--- src/rtl/grid_pkg.sv ---
// Shared constants and types for the grid stream loader.
// ASCII codes for the puzzle text, the loader state encoding and the
// character classes produced by grid_char_decode.
package grid_pkg;

  localparam logic [7:0] CH_ROLL  = 8'h40;  // '@'
  localparam logic [7:0] CH_EMPTY = 8'h2E;  // '.'
  localparam logic [7:0] CH_LF    = 8'h0A;  // '\n'
  localparam logic [7:0] CH_CR    = 8'h0D;  // '\r'

  typedef enum logic [1:0] {
    LOAD,
    HOLD,
    ERR
  } load_state_t;

  typedef enum logic [2:0] {
    CLS_ROLL,
    CLS_EMPTY,
    CLS_EOL,
    CLS_SKIP,
    CLS_BAD
  } char_cls_t;

endpackage

--- src/rtl/grid_char_decode.sv ---
// Combinational byte classifier for the grid loader.
// A carriage return is classed as CLS_SKIP only when GRID_LOADER_CRLF_EN
// is defined; otherwise it is treated like any other illegal byte.
module grid_char_decode
  import grid_pkg::*;
(
  input  logic [7:0] char_in,
  output char_cls_t  cls
);

  // Map each byte onto the class the loader FSM acts on.
  always_comb begin
    cls = CLS_BAD;
    case (char_in)
      CH_ROLL:  cls = CLS_ROLL;
      CH_EMPTY: cls = CLS_EMPTY;
      CH_LF:    cls = CLS_EOL;
`ifdef GRID_LOADER_CRLF_EN
      CH_CR:    cls = CLS_SKIP;
`endif
      default:  cls = CLS_BAD;
    endcase
  end

endmodule

--- src/rtl/grid_stream_loader.sv ---
// Byte-stream to bit-grid loader. Decodes '@', '.' and '\n' into a
// WIDTH x DEPTH grid, hands it over with a valid/ack handshake and flags
// malformed text with a sticky error. Optional macro: GRID_LOADER_CRLF_EN
// (accept and ignore '\r' so CRLF text loads like LF text).
module grid_stream_loader
  import grid_pkg::*;
#(
  parameter  int WIDTH  = 16,
  parameter  int DEPTH  = 16,
  localparam int GRID_W = WIDTH * DEPTH,
  localparam int CNT_W  = $clog2(WIDTH * DEPTH + 1)
) (
  input  logic              clk,
  input  logic              reset,
  input  logic              in_valid,
  output logic              in_ready,
  input  logic [7:0]        in_data,
  output logic [GRID_W-1:0] grid_out,
  output logic              grid_valid,
  input  logic              grid_ack,
  output logic [CNT_W-1:0]  roll_count,
  output logic              error
);

  localparam int COL_W = $clog2(WIDTH + 1);
  localparam int ROW_W = (DEPTH > 1) ? $clog2(DEPTH) : 1;

  load_state_t        state_q, state_d;
  logic [ROW_W-1:0]   row_q, row_d;
  logic [COL_W-1:0]   col_q, col_d;
  logic [GRID_W-1:0]  grid_q, grid_d;
  logic [CNT_W-1:0]   count_q, count_d;
  logic               in_ready_q, grid_valid_q, error_q;
  logic               set_bit;
  logic               accept;
  logic               row_full;
  char_cls_t          cls;

  grid_char_decode u_decode (
    .char_in (in_data),
    .cls     (cls)
  );

  assign accept   = in_valid && in_ready_q;
  assign row_full = (col_q == COL_W'(WIDTH));

  // Next-state logic: character handling in LOAD, handshake in HOLD;
  // ERR holds everything frozen and simply drains input.
  always_comb begin
    state_d = state_q;
    row_d   = row_q;
    col_d   = col_q;
    count_d = count_q;
    set_bit = 1'b0;
    case (state_q)
      LOAD: begin
        if (accept) begin
          case (cls)
            CLS_ROLL, CLS_EMPTY: begin
              if (row_full) begin
                state_d = ERR;
              end else begin
                col_d   = col_q + COL_W'(1);
                set_bit = (cls == CLS_ROLL);
                if (cls == CLS_ROLL) count_d = count_q + CNT_W'(1);
              end
            end
            CLS_EOL: begin
              if (row_full) begin
                col_d = '0;
                if (row_q == ROW_W'(DEPTH - 1)) state_d = HOLD;
                else                            row_d   = row_q + ROW_W'(1);
              end else if (col_q != '0) begin
                state_d = ERR;
              end
            end
            CLS_SKIP: ;
            default: state_d = ERR;
          endcase
        end
      end
      HOLD: begin
        if (grid_ack) begin
          state_d = LOAD;
          row_d   = '0;
          col_d   = '0;
          count_d = '0;
        end
      end
      ERR:     ;
      default: state_d = ERR;
    endcase
  end

  // Grid image update: set the addressed cell on a roll, clear on hand-off.
  always_comb begin
    grid_d = grid_q;
    if (state_q == HOLD && grid_ack) begin
      grid_d = '0;
    end else if (set_bit) begin
      for (int r = 0; r < DEPTH; r++) begin
        for (int c = 0; c < WIDTH; c++) begin
          if (row_q == ROW_W'(r) && col_q == COL_W'(c)) grid_d[r*WIDTH + c] = 1'b1;
        end
      end
    end
  end

  // State, counters, grid and registered handshake/status outputs.
  always_ff @(posedge clk) begin
    if (reset) begin
      state_q      <= LOAD;
      row_q        <= '0;
      col_q        <= '0;
      grid_q       <= '0;
      count_q      <= '0;
      in_ready_q   <= 1'b1;
      grid_valid_q <= 1'b0;
      error_q      <= 1'b0;
    end else begin
      state_q      <= state_d;
      row_q        <= row_d;
      col_q        <= col_d;
      grid_q       <= grid_d;
      count_q      <= count_d;
      in_ready_q   <= (state_d != HOLD);
      grid_valid_q <= (state_d == HOLD);
      error_q      <= (state_d == ERR);
    end
  end

  assign in_ready   = in_ready_q;
  assign grid_valid = grid_valid_q;
  assign error      = error_q;
  assign grid_out   = grid_q;
  assign roll_count = count_q;

endmodule

--- config.mk ---
export PLATFORM = sky130hd
export DESIGN_NAME = grid_stream_loader
export DESIGN_NICKNAME = d
export VERILOG_FILES = /design/src/rtl/grid_pkg.sv /design/src/rtl/grid_char_decode.sv /design/src/rtl/grid_stream_loader.sv
export SDC_FILE = /design/constraint.sdc
export NUM_CORES = 1
export LEC_CHECK = 0
export ABC_AREA = 0
export CAP_MARGIN = 20
export CORE_MARGIN = 1.5
export CORE_UTILIZATION = 40
export CTS_CLUSTER_DIAMETER = 200
export CTS_CLUSTER_SIZE = 30
export DETAILED_ROUTE_END_ITERATION = 12
export PLACE_DENSITY = 0.71
export SETUP_SLACK_MARGIN = 0.3
export SLEW_MARGIN = 20
export SYNTH_ARGS = -nofsm -noshare
export SYNTH_HDL_FRONTEND = slang
export SYNTH_SLANG_ARGS = --single-unit
--- constraint.sdc ---
create_clock -name clk -period 2.24 [get_ports clk]
set_input_delay 0.448 -clock clk [delete_from_list [all_inputs] [get_ports clk]]
set_output_delay 0.448 -clock clk [all_outputs]
set_load 0.005 [all_outputs]
==> results of run 1 <==
==> synthesized netlist by cell type, drive strengths merged, types with 2 or more instances <==
| cell | n | share of area |
|---|---|---|
| dfxtp | 279 | 0.57 |
| nor2 | 277 | 0.11 |
| a21oi | 221 | 0.12 |
| and3 | 46 | 0.030 |
| buf | 46 | 0.031 |
| clkbuf | 38 | 0.015 |
| a31oi | 30 | 0.019 |
| and2 | 17 | 0.011 |
| a41oi | 12 | 0.011 |
| nand3 | 11 | 0.0057 |
| ha | 10 | 0.013 |
| nand2 | 10 | 0.0039 |
| xnor2 | 8 | 0.0072 |
| inv | 7 | 0.0027 |
| nor2b | 7 | 0.0045 |
| nor3 | 7 | 0.0048 |
| o21ai | 6 | 0.0031 |
| o21a | 5 | 0.0039 |
| and3b | 4 | 0.0041 |
| and4 | 4 | 0.0036 |
| nor4 | 4 | 0.0041 |
| o31ai | 4 | 0.0031 |
| nand2b | 3 | 0.0019 |
| or2 | 3 | 0.0019 |
| or4 | 3 | 0.0023 |
| mux2i | 2 | 0.0021 |
| nor3b | 2 | 0.0015 |
| or3 | 2 | 0.0013 |
==> per-stage QoR <==
| stage | cell area, µm² | TNS, ns |
|---|---|---|
| after CTS | 13500 | 0 |
| after global routing | 13700 | 0 |
| after floorplan | 9740 | 0 |
| after detailed placement | 13100 | -27.14 |
| final | 13700 | 0 |
| after global placement | 13100 | -27.01 |
==> power groups by stage <==
stage | registers [mW] | logic, mW | clock network, mW
after floorplan | 5.08 | 0.145 | 0
after global placement | 5.08 | 0.272 | 0
after detailed placement | 5.08 | 0.274 | 0
after CTS | 4.97 | 0.279 | 2.73
after global routing | 4.97 | 0.312 | 2.88
final | 4.97 | 0.289 | 2.64
==> final timing paths <==
kind | cells past startpoint | slack (ns) | startpoint | end
hold / removal | 5 | 0.42 | in_valid | state_q[1]
setup reg to reg | 8 | 0.32 | state_q[0] | grid_out[179]
setup / recovery | 8 | 0.32 | state_q[0] | grid_out[179]
hold reg to reg | 2 | 0.47 | grid_out[200] | grid_out[200]
==> flip-flops by register name, indices dropped and copies added (netlist names) <==
name,flops
error,1
row_q,4
grid_out,256
state_q,2
col_q,5
in_ready,1
grid_valid,1
roll_count,9
==> timing repair <==
action                                  CTS  global route
gates cloned                              0             4
gates resized for setup                   5            22
buffers inserted                          0             3
pin swaps                                 0             5
endpoints found under the setup margin   23            87
==> final cells by class <==
class                      count  area (µm²)  share of cell area
timing repair buffer         342        3520               0.258
tap                          319         399              0.0292
inverter                       7        26.3             0.00192
clock buffer                  13         325              0.0238
sequential                   279        5590               0.409
multi-input combinational    711        3770               0.276
clock inverter                 1        30.0             0.00220
==> per-layer routing <==
metal	wire length, µm	up-vias	share of wire
met5	0	-	0
met4	988	0	0.031
met3	2380	58	0.076
met2	14800	375	0.47
met1	13300	4163	0.42
li1	-	4204	-
==> logic make-up after synthesis <==
kind of cell	after synthesis	synth area share
simple gates	404	0.191
compound gates	286	0.164
flops	279	0.573
buf+inv	91	0.0479
fa+ha+maj	10	0.0128
xor+xnor	8	0.00719
mux	3	0.00321
==> worst register-to-register path, stage by stage (launching register included) <==
cell       delay [ns]
dfxtp_2          0.34
and4bb_1         0.29
buf_4            0.12
and4_4           0.25
buf_6            0.12
and3b_4          0.35
clkbuf_16        0.24
a21oi_1          0.09
nor2_1           0.08
==> impl_metrics.yaml, run 1 <==
run_status:
  status: "complete, no violations"
clocking:
  htree_levels: 1
  cts_tree: "yes"
  cts_buffer_depth: 3
  cts_hold_buf: 0
  numCtsBuffers: 13
  insertion_delay_ns: 0.49
  cts.reportedPaths.clkPinSlew_ns: 0.12
  cts_root_buf: "clkbuf_16"
  clkSinkCount: 279
power_and_ir_drop:
  fin_total_pwr_mw: 7.90
  ir_drop_v: 0.000638
  power.leakage_nw: 5.14
  power_per_cell_area_nw_per_um2: 578
  seqPwrFrac: 0.629
  combPwrFrac: 0.037
  p_switching_mw: 1.75
  switching_share: 0.221
  p_clk_frac: 0.334
  intPower_mw: 6.15
worst_hold_path:
  hold_path_class: "in2reg"
logic_synthesis:
  netlist_area_um2: 9740
  ys_warn_count: 0
  ys_seq_elements: 279
  seq_area_frac_synth: 0.573
  synth-main-ff-cell: "dfxtp_1"
  ys_types: 51
  syn_area_per_cell_um2: 9.01
  synth.net_count: 1103
  synthArstFlopShare: 0
  syn_inst: 1081
  synth-edff-count: 0
grt:
  grt_usage: 0.234
  grt.busiest_layer: "met2"
  grt_max_degree: 91
  grt_util_met1: 0.294
  antenna_found_initial: 0
  met2_usage: 0.395
  grt_pass1_vias: 8541
  use_met3: 0.0544
  grt_first_pass_wirelength_mm: 47.8
  grt-ovfl-total: 0
setup_path:
  crit_path_top_delay_cell: "and3b_4"
  cp_slowest_stage_delay_ns: 0.35
  required_ns: 2.67
  cp-start-kind: "flip-flop"
  critPathKind: "reg2reg"
  critPathTopFamily: "simple AND/OR/NAND/NOR gates"
  crit_fanout: 13
  worstPathArrival_ns: 2.36
  path_cells: "and4bb_1, buf_4, and4_4, buf_6, and3b_4, clkbuf_16, a21oi_1, nor2_1"
  crit_buf_inv: 3
  worst_setup_path_end_kind: "flip-flop"
placed_design:
  port_buffers: 279
  gp_congestion: 0.847
  dp_slack_ns: -0.362
  hpwl_mm: 20.9
  dp_cells: 1651
layout:
  layout_common_cells: "274 x nor2_1, 274 x clkdlybuf4s50_1, 272 x dfxtp_1"
  nNetsFinal: 1376
  n_fill_cell: 2077
  drive_above_1_share: 0.0857
  synthToLayoutAreaGrowth_pct: 40.2
  final_util: 0.577
  fin_cells: 1672
  num_antenna_cells: 0
sta:
  worstMarginPinSlew_ns: 0.625
  period_needed_ns: 1.92
  hold_ws_ns: 0.423
  rsz0062_at_grt: "yes"
  finalHoldViolCount: 0
  slew_viol_final: 0
  final-setup-viol-count: 0
  fin_crit_sh: 0.858
  fin_skew_ns: 0.0297
  relSlewSlack: 0.583
  worst_slack_ns: 0.318
  timing.fmax_mhz: 520
floorplan:
  core.rowCount: 56
  die_area_um2: 25300
  die_h_um: 159
  die_w_um: 159
  io_pins: 280
  coreArea_um2: 23700
  initial_core_util: 0.411
detailed_routing:
  post_drt_wl_per_cell_um: 18.8
  drc: 0
  vias_per_cell: 5.26
  drt_iter0_drc: 680
  postRouteAntennaNets: 0
  vias: 8800
  first_pass_iters: 5
  drt-total-wl_mm: 31.5
flow_run:
  drv_cap: 0
No activity file was read; power rests on OpenSTA's default activity.
==> inputs of run 2 (changes only) <==
CTS_CLUSTER_SIZE = unset   (was 30)
==> impl_metrics.yaml, run 2 (synthesized netlist as in run 1, its figures left out) <==
sta:
  hold_ws_ns: 0.462
  rsz0062_at_grt: "yes"
  fin_skew_ns: 0.00900
  worstMarginPinSlew_ns: 0.823
  timing.fmax_mhz: 528
  worst_slack_ns: 0.344
  period_needed_ns: 1.90
  slew_viol_final: 0
  final-setup-viol-count: 0
  relSlewSlack: 0.451
  fin_crit_sh: 0.846
  finalHoldViolCount: 0
worst_hold_path:
  hold_end: "grid_out[200]"
  worstHoldStart: "grid_out[200]"
  hold_depth: 2
  hold_path_class: "reg2reg"
setup_path:
  crit_buf_inv: 1
  reg2reg_slack_ns: 0.36
  required_ns: 1.79
  crit_path_top_delay_cell: "clkdlybuf4s50_1"
  critPathKind: "reg2out"
  cp_slowest_stage_delay_ns: 0.53
  cp-start-kind: "flip-flop"
  regToRegEndpoint: "grid_out[215]"
  worst_setup_path_end_kind: "output pin"
  path_cells: "clkdlybuf4s50_1"
  critPathTopFamily: "buffers and inverters"
  crit_fanout: 5
  rr_startpoint: "state_q[1]"
  ff2ff_path_depth: 8
  worstPathArrival_ns: 1.45
power_and_ir_drop:
  fin_total_pwr_mw: 9.81
  p_clk_frac: 0.464
  intPower_mw: 7.74
  p_switching_mw: 2.07
  power.leakage_nw: 5.33
  switching_share: 0.211
  power_per_cell_area_nw_per_um2: 696
  seqPwrFrac: 0.507
  combPwrFrac: 0.029
  ir_drop_v: 0.000687
grt:
  grt_usage: 0.237
  grt-ovfl-total: 0
  grt_pass1_vias: 8669
  grt_max_degree: 91
  antenna_found_initial: 0
  grt_first_pass_wirelength_mm: 48.4
detailed_routing:
  vias: 8897
  drt-total-wl_mm: 31.3
  drt_iter0_drc: 664
  post_drt_wl_per_cell_um: 18.4
  vias_per_cell: 5.23
  first_pass_iters: 5
  postRouteAntennaNets: 0
  drc: 0
floorplan:
  core.rowCount: 56
  die_area_um2: 25300
  initial_core_util: 0.411
  die_w_um: 159
  io_pins: 280
  coreArea_um2: 23700
  die_h_um: 159
clocking:
  cts_tree: "yes"
  cts.reportedPaths.clkPinSlew_ns: 0.06
  numCtsBuffers: 28
  cts_root_buf: "clkbuf_16"
  htree_levels: 1
  insertion_delay_ns: 0.54
  clkSinkCount: 279
  cts_buffer_depth: 3
layout:
  synthToLayoutAreaGrowth_pct: 44.8
  largest_register_ffs: 256
  regArea_um2: 5590
  fin_cells: 1700
  drive_above_1_share: 0.102
  num_antenna_cells: 0
  multi_input_area_um2: 3780
  n_fill_cell: 2060
  nNetsFinal: 1385
  layout_common_cells: "277 x clkdlybuf4s50_1, 274 x nor2_1, 274 x dfxtp_1"
  final_common_cell: "clkdlybuf4s50_1"
placed_design:
  port_buffers: 279
  dp_slack_ns: -0.362
  gp_congestion: 0.847
  dp_cells: 1651
  hpwl_mm: 20.9
run_status:
  status: "complete, no violations"
flow_run:
  drv_cap: 0
[run 2: cell types whose count changed in the layout (fill, tap and decap cells not counted), moves of 3 or more]
cell / before / now
clkbuf_16: 16 / 29
clkinv_2: 0 / 9
clkbuf_1: 0 / 5
dlymetal6s2s_1: 5 / 1
clkbuf_8: 0 / 3
clkdlybuf4s50_1: 274 / 277
nor4_1: 3 / 0
nor4_2: 0 / 3
[run 2: worst max-delay path by stage]
stage	start	endpoint	cells after the start
2_1_floorplan	col_q[0]	col_q[1]	8
3_3_place_gp	in_valid	col_q[4]	6
3_5_place_dp	in_valid	col_q[4]	6
4_1_cts	col_q[1]	roll_count[7]	8
5_1_grt	col_q[1]	row_q[3]	6
6_report	roll_count[1]	roll_count[1]	1
[run 2: what timing repair did]
item                                    in CTS  in global routing
hold buffers                                 0                  0
pin swaps                                    0                  1
resized for setup                            9                 14
setup buffers                                0                  1
endpoints found under the setup margin      27                 26
[run 2: routing by layer]
layer | GRT usage | vias to the layer above | share of wire | wire length, µm
li1 | - | 4251 | - | -
met4 | 0.0901 | 0 | 0.035 | 1100
met2 | 0.399 | 342 | 0.47 | 14700
met1 | 0.294 | 4238 | 0.42 | 13200
met3 | 0.0568 | 66 | 0.071 | 2200
met5 | 0 | - | 0 | 0
[run 2: power by group through the flow]
stage | clock network (mW) | logic (mW) | registers [mW]
after floorplan | 0 | 0.145 | 5.08
after global placement | 0 | 0.272 | 5.08
after detailed placement | 0 | 0.274 | 5.08
after CTS | 4.66 | 0.279 | 4.97
after global routing | 4.82 | 0.312 | 4.97
final | 4.55 | 0.289 | 4.97
[run 2: area by class of cell]
class	count	share of cell area
clock buffer	37	0.0557
timing repair buffer	336	0.242
clock inverter	11	0.00745
sequential	279	0.396
tap	319	0.0283
inverter	7	0.00186
multi-input combinational	711	0.268
[run 2: through the flow]
step	setup TNS, ns	cell area, µm²	utilization
after floorplan	0	9740	-
after global placement	-27.01	13100	0.554
after detailed placement	-27.14	13100	0.554
after CTS	0	14000	0.593
after global routing	0	14100	0.596
final	0	14100	0.596
